### config.mk
export PLATFORM = sky130hd
export DESIGN_NAME = exe_alu_arb
export DESIGN_NICKNAME = d
export VERILOG_FILES = /design/src/rtl/exe_alu_arb.sv
export SDC_FILE = /design/constraint.sdc
export NUM_CORES = 1
export LEC_CHECK = 0
export ABC_CLOCK_PERIOD_IN_PS = 2900
export CAP_MARGIN = 20
export CELL_PAD_IN_SITES_DETAIL_PLACEMENT = 2
export CELL_PAD_IN_SITES_GLOBAL_PLACEMENT = 2
export CORE_AREA = 2 2 193 195
export CTS_BUF_LIST = sky130_fd_sc_hd__clkbuf_2 sky130_fd_sc_hd__clkbuf_4 sky130_fd_sc_hd__clkbuf_8
export DETAILED_ROUTE_END_ITERATION = 7
export DIE_AREA = 0 0 195 197
export PLACE_DENSITY_LB_ADDON = 0.1
export SLEW_MARGIN = 30
export SYNTH_ARGS = -nofsm -noshare
export SYNTH_HDL_FRONTEND = slang
export SYNTH_SLANG_ARGS = --single-unit
### constraint.sdc
create_clock -name clk_i -period 2.9 [get_ports clk_i]
set_input_delay 0.58 -clock clk_i [delete_from_list [all_inputs] [get_ports clk_i]]
set_output_delay 0.58 -clock clk_i [all_outputs]
set_load 0.005 [all_outputs]
### src/rtl/exe_alu_arb.sv
// Two-requester round-robin arbiter in front of one shared R-type execute unit.
// Also holds exe_rtype, the combinational RV32 R-type unit the arbiter drives.

`ifndef DATA_WIDTH
`define DATA_WIDTH 32
`endif
`ifndef RDATA_WIDTH
`define RDATA_WIDTH 32
`endif


module exe_alu_arb #(
  parameter int DW = `DATA_WIDTH,
  parameter int IW = `RDATA_WIDTH
) (
  input  logic          clk_i,
  input  logic          rst_i,
  input  logic          req0_valid_i,
  output logic          req0_ready_o,
  input  logic [DW-1:0] req0_op1_i,
  input  logic [DW-1:0] req0_op2_i,
  input  logic [IW-1:0] req0_inst_i,
  input  logic [IW-1:0] req0_waddr_i,
  input  logic          req1_valid_i,
  output logic          req1_ready_o,
  input  logic [DW-1:0] req1_op1_i,
  input  logic [DW-1:0] req1_op2_i,
  input  logic [IW-1:0] req1_inst_i,
  input  logic [IW-1:0] req1_waddr_i,
  output logic [DW-1:0] alu_op1_o,
  output logic [DW-1:0] alu_op2_o,
  output logic [IW-1:0] alu_inst_o,
  input  logic [IW-1:0] alu_wdata_i,
  input  logic          alu_we_i,
  output logic          rsp_valid_o,
  input  logic          rsp_ready_i,
  output logic          rsp_id_o,
  output logic [IW-1:0] rsp_wdata_o,
  output logic [IW-1:0] rsp_waddr_o,
  output logic          rsp_we_o,
  output logic [15:0]   grant_cnt_o
);
  typedef enum logic {IDLE = 1'b0, HOLD = 1'b1} state_t;

  state_t        state_q, state_d;
  logic          last_gnt_q, last_gnt_d;
  logic [15:0]   grant_cnt_q, grant_cnt_d;
  logic          rsp_id_q, rsp_id_d;
  logic [IW-1:0] rsp_wdata_q, rsp_wdata_d;
  logic [IW-1:0] rsp_waddr_q, rsp_waddr_d;
  logic          rsp_we_q, rsp_we_d;

  logic          accept_en;
  logic          gnt;
  logic          gnt_id;
  logic [IW-1:0] win_waddr;
  logic [1:0]    req_hit;

  // Grant path: kept apart from the capture logic so the loop through the
  // external execute unit stays between two independent processes.
  always_comb begin
    accept_en = (state_q == IDLE) | ((state_q == HOLD) & rsp_ready_i);
    gnt       = 1'b0;
    gnt_id    = 1'b0;
    if (accept_en && !rst_i) begin
      if (req0_valid_i && req1_valid_i) begin
        gnt    = 1'b1;
        gnt_id = ~last_gnt_q;
      end else if (req0_valid_i) begin
        gnt    = 1'b1;
        gnt_id = 1'b0;
      end else if (req1_valid_i) begin
        gnt    = 1'b1;
        gnt_id = 1'b1;
      end
    end
  end

  genvar gi;
  generate
    for (gi = 0; gi < 2; gi++) begin : g_hit
      assign req_hit[gi] = gnt & (gnt_id == 1'(gi));
    end
  endgenerate

  assign req0_ready_o = req_hit[0];
  assign req1_ready_o = req_hit[1];
  assign win_waddr    = gnt_id ? req1_waddr_i : req0_waddr_i;

  always_comb begin
    alu_op1_o  = '0;
    alu_op2_o  = '0;
    alu_inst_o = '0;
    if (gnt) begin
      alu_op1_o  = gnt_id ? req1_op1_i  : req0_op1_i;
      alu_op2_o  = gnt_id ? req1_op2_i  : req0_op2_i;
      alu_inst_o = gnt_id ? req1_inst_i : req0_inst_i;
    end
  end

  always_comb begin
    state_d     = state_q;
    last_gnt_d  = last_gnt_q;
    grant_cnt_d = grant_cnt_q;
    rsp_id_d    = rsp_id_q;
    rsp_wdata_d = rsp_wdata_q;
    rsp_waddr_d = rsp_waddr_q;
    rsp_we_d    = rsp_we_q;
    if (gnt) begin
      state_d     = HOLD;
      last_gnt_d  = gnt_id;
      grant_cnt_d = grant_cnt_q + 16'd1;
      rsp_id_d    = gnt_id;
      rsp_wdata_d = alu_wdata_i;
      rsp_waddr_d = win_waddr;
      rsp_we_d    = alu_we_i & (win_waddr != '0);
    end else if ((state_q == HOLD) && rsp_ready_i) begin
      state_d = IDLE;
    end
  end

  always_ff @(posedge clk_i or posedge rst_i) begin
    if (rst_i) begin
      state_q <= IDLE;
    end else begin
      state_q <= state_d;
    end
  end

  // last_gnt resets to 1 so requester 0 wins the first tie.
  always_ff @(posedge clk_i or posedge rst_i) begin
    if (rst_i) begin
      last_gnt_q  <= 1'b1;
      grant_cnt_q <= '0;
      rsp_id_q    <= 1'b0;
      rsp_wdata_q <= '0;
      rsp_waddr_q <= '0;
      rsp_we_q    <= 1'b0;
    end else begin
      last_gnt_q  <= last_gnt_d;
      grant_cnt_q <= grant_cnt_d;
      rsp_id_q    <= rsp_id_d;
      rsp_wdata_q <= rsp_wdata_d;
      rsp_waddr_q <= rsp_waddr_d;
      rsp_we_q    <= rsp_we_d;
    end
  end

  assign rsp_valid_o = (state_q == HOLD);
  assign rsp_id_o    = rsp_id_q;
  assign rsp_wdata_o = rsp_wdata_q;
  assign rsp_waddr_o = rsp_waddr_q;
  assign rsp_we_o    = rsp_we_q;
  assign grant_cnt_o = grant_cnt_q;
endmodule

==> flow_summary.ini <==
[worst_setup_path]
cp_max_fo = 8
timing.rr.start = last_gnt_q$_DFFE_PP1P_
slowest_delay_ps = 390
start_kind = flip-flop
crit_buf_inv = 6
cp_slowest_cell = dfrtp_1
path_class = flip-flop to primary output
worstReg2RegEnd = rsp_we_o$_DFFE_PP0P_
r2r_cells = 8
end_kind = primary output
crit_chain = nor2b_4 > or3_4 > nor2_4 > buf_6 > buf_12 > buf_12 > buf_6 > buf_6 > a22o_1 > buf_2
crit_family = simple AND/OR/NAND/NOR gates
rrSetupSlack_ps = 650
crit_start = rsp_valid_o$_DFFE_PP0P_
cp_common_cell = buf_6
cp.arrival_ps = 2290
critPathRequiredTime_ps = 2320

[outcome]
status = completed

[timing]
finalHoldViolations = 0
fin_crit_sh = 0.989
worst_pin_slew_ps = 592
rsz0062_at_grt = yes
drv_slew = 0
fmax_ghz = 0.349
setup_ws_ps = 33.1
tns_ps = 0
finClkSkew_ps = 13.5
setup_viol = 0
relSlewSlack = 0.605
fin_crit_ps = 2870

[clocking]
cts-root-buf = clkbuf_8
tritoncts = built
insertion_delay_ps = 380
cts.clk_slew.worst_paths_ps = 100
cts_made_buffers = 9
ctsHoldBuffers = 0
cts-htree-levels = 3
clock_sinks = 84
cts_buffer_depth = 2

[global_routing]
grt_pass1_wl_um = 45800
grt_pass1_vias = 6387
grt_use_total = 0.162
antenna_found_initial = 3
overflow = 0
grt_max_degree = 57

[layout]
drive_gt1_frac = 0.135
utilization = 0.292
synthToLayoutAreaGrowth_pct = 128
stdcell_area_sq_mm = 0.0106
nets = 1294

[yosys]
synth_common_cells = nand2_1 (134), a22o_1 (96), dfrtp_1 (83), o21ai_0 (34), mux2i_1 (33)
ys_ff_latch = 84
synth.most_common_cell = nand2_1
netlist-cell-type-count = 30
synth_edf_count = 0
yosys_warnings = 0
synthFlopType = dfrtp_1
synth_top_family_by_area = compound AO/OA/AOI/OAI gates
ys_async_sr_fraction = 1.00
synthSimpleGateAreaFrac = 0.172
netlist_area_sq_mm = 0.00466
ys_top_cells_by_area = dfrtp_1 (45%), a22o_1 (18%), nand2_1 (11%)
syn_avg_cell_area_sq_um = 9.51
syn_nets = 785
synth_top_cell_area_share = 0.446
synth_area_leader_cell = dfrtp_1
synth-compound-area-share = 0.225
synth_adder_area_share = 0.00269
yosysSeqAreaShare = 0.452
synth_xor_area_frac = 0.0282
muxShareOfSynthArea = 0.0709
syn_inst = 490

[detailed_routing]
drc_errors = 0
num_vias = 5896
routed_wl_um = 32800
drt-initial-drc-count = 168
wl_per_cell_um = 22.3
viasPerCell = 4.00
first_pass_iters = 4
ant_nets = 0

[pwr]
clockPowerShare = 0.242
leakage_nw = 4.73
power.internal_w = 0.00311
ir_drop_mv = 0.201
power_frac_comb = 0.415
sequentialPowerShare = 0.343
total_power_w = 0.00447
power_switching_w = 0.00136
power.share.switching = 0.305
cellPowerDensity_mw_per_mm2 = 422

[worst_hold_path]
hold_path.class = input pin to asynchronous set/reset pin

[place]
place_area_sq_mm = 0.0102
gp_congestion = 0.739
portBuffers = 474
preCtsSetupSlack_ps = -456
hpwl_um = 26500

[flow_run]
maxCapViolations = 0

[floorplan]
fp.coreArea_sq_mm = 0.0363
pin_count = 475
dieHeight_um = 197
die_area_sq_mm = 0.0384
die_w_um = 195
rows = 70
start_util = 0.128
-- layout by cell type, fill, tap and decap left out, types with 4 or more instances in the layout --
cell type        Yosys  routed
a22o_1              96      95
and4_1               4       4
buf_12               0      11
buf_2               13      18
buf_4                6      35
buf_6                4       9
clkbuf_2             0      28
clkbuf_8             0       9
clkdlybuf4s15_1      0      18
clkdlybuf4s50_1      0     373
dfrtp_1             83      83
dlygate4sd2_1        0      29
dlymetal6s2s_1       0       8
mux2i_1             33      33
nand2_1            134     134
nand3_1              9       9
nand4_1              4       4
nor2_1               4       4
nor4_1              15      15
o21ai_0             34      34
xnor2_1             12      12
-- registers in the layout, summed over array words and instances, names as in the netlist --
name and cells:
rsp_id_o 1, rsp_valid_o 1, grant_cnt_o 16, rsp_waddr_o 32
rsp_wdata_o 32, last_gnt_q 1, rsp_we_o 1
-- metrics by stage --
stage / std cells / hold WS, ps
4_1_cts: 1457 / 490
6_report: 1475 / 466
3_3_place_gp: 1426 / 460
3_5_place_dp: 1426 / 465
5_1_grt: 1475 / 486
2_1_floorplan: 490 / 468
-- worst min-delay path: stages --
cell,delay [ps]
clkbuf_2,100
buf_6,120
buf_4,150
inv_4,340
-- routing by layer --
metal  wire, um  vias to the layer above  global-route usage
met1      13300                     2863               0.191
met3       2100                       21              0.0457
li1           -                     2802                   -
met2      17100                      210               0.293
met5          0                        -                   0
met4        398                        0              0.0373
-- logic make-up (layout without fill, tap and decap cells) --
| kind of cell | count (synthesis) | after routing |
|---|---|---|
| xor+xnor | 15 | 15 |
| flops | 84 | 84 |
| other cells | 0 | 3 |
| compound gates | 134 | 134 |
| buf+inv | 43 | 557 |
| mux | 33 | 33 |
| fa+ha+maj | 1 | 1 |
| simple gates | 180 | 180 |
-- cell type report --
type                    count  area, sq um
fillers                  4006        25700
repair buffers            538         5290
multi-input cells         363         2360
flip-flops and latches     84         2100
well taps                 468          586
clock buffers               9          124
clock inverters             7          123
inverters                   3         13.8
diodes                      3         7.51
-- power groups by stage --
stage,sequential (W),combinational (W),clock [W]
floorplan,0.00155,0.000503,0
global placement,0.00155,0.00189,0
detailed placement,0.00156,0.00189,0
CTS,0.00154,0.00187,0.00115
global route,0.00157,0.00202,0.00119
finish,0.00153,0.00186,0.00108
-- how the worst max path moves through the flow --
stage | slack, ps | endpoint | cells after the start
3_3_place_gp | -450 | alu_inst_o[25] | 8
6_report | 30 | alu_inst_o[7] | 10
2_1_floorplan | 160 | grant_cnt_o[0]$_DFFE_PP0P_ | 1
5_1_grt | -90 | alu_inst_o[7] | 10
4_1_cts | -190 | alu_inst_o[20] | 7
3_5_place_dp | -460 | alu_op2_o[4] | 9
-- what timing repair did --
item	in CTS	in global routing
gates cloned	1	3
gates resized for setup	167	82
setup buffers	14	13
endpoints found under the setup margin	98	69
pin swaps	1	4
No activity file was read; power rests on OpenSTA's default activity.
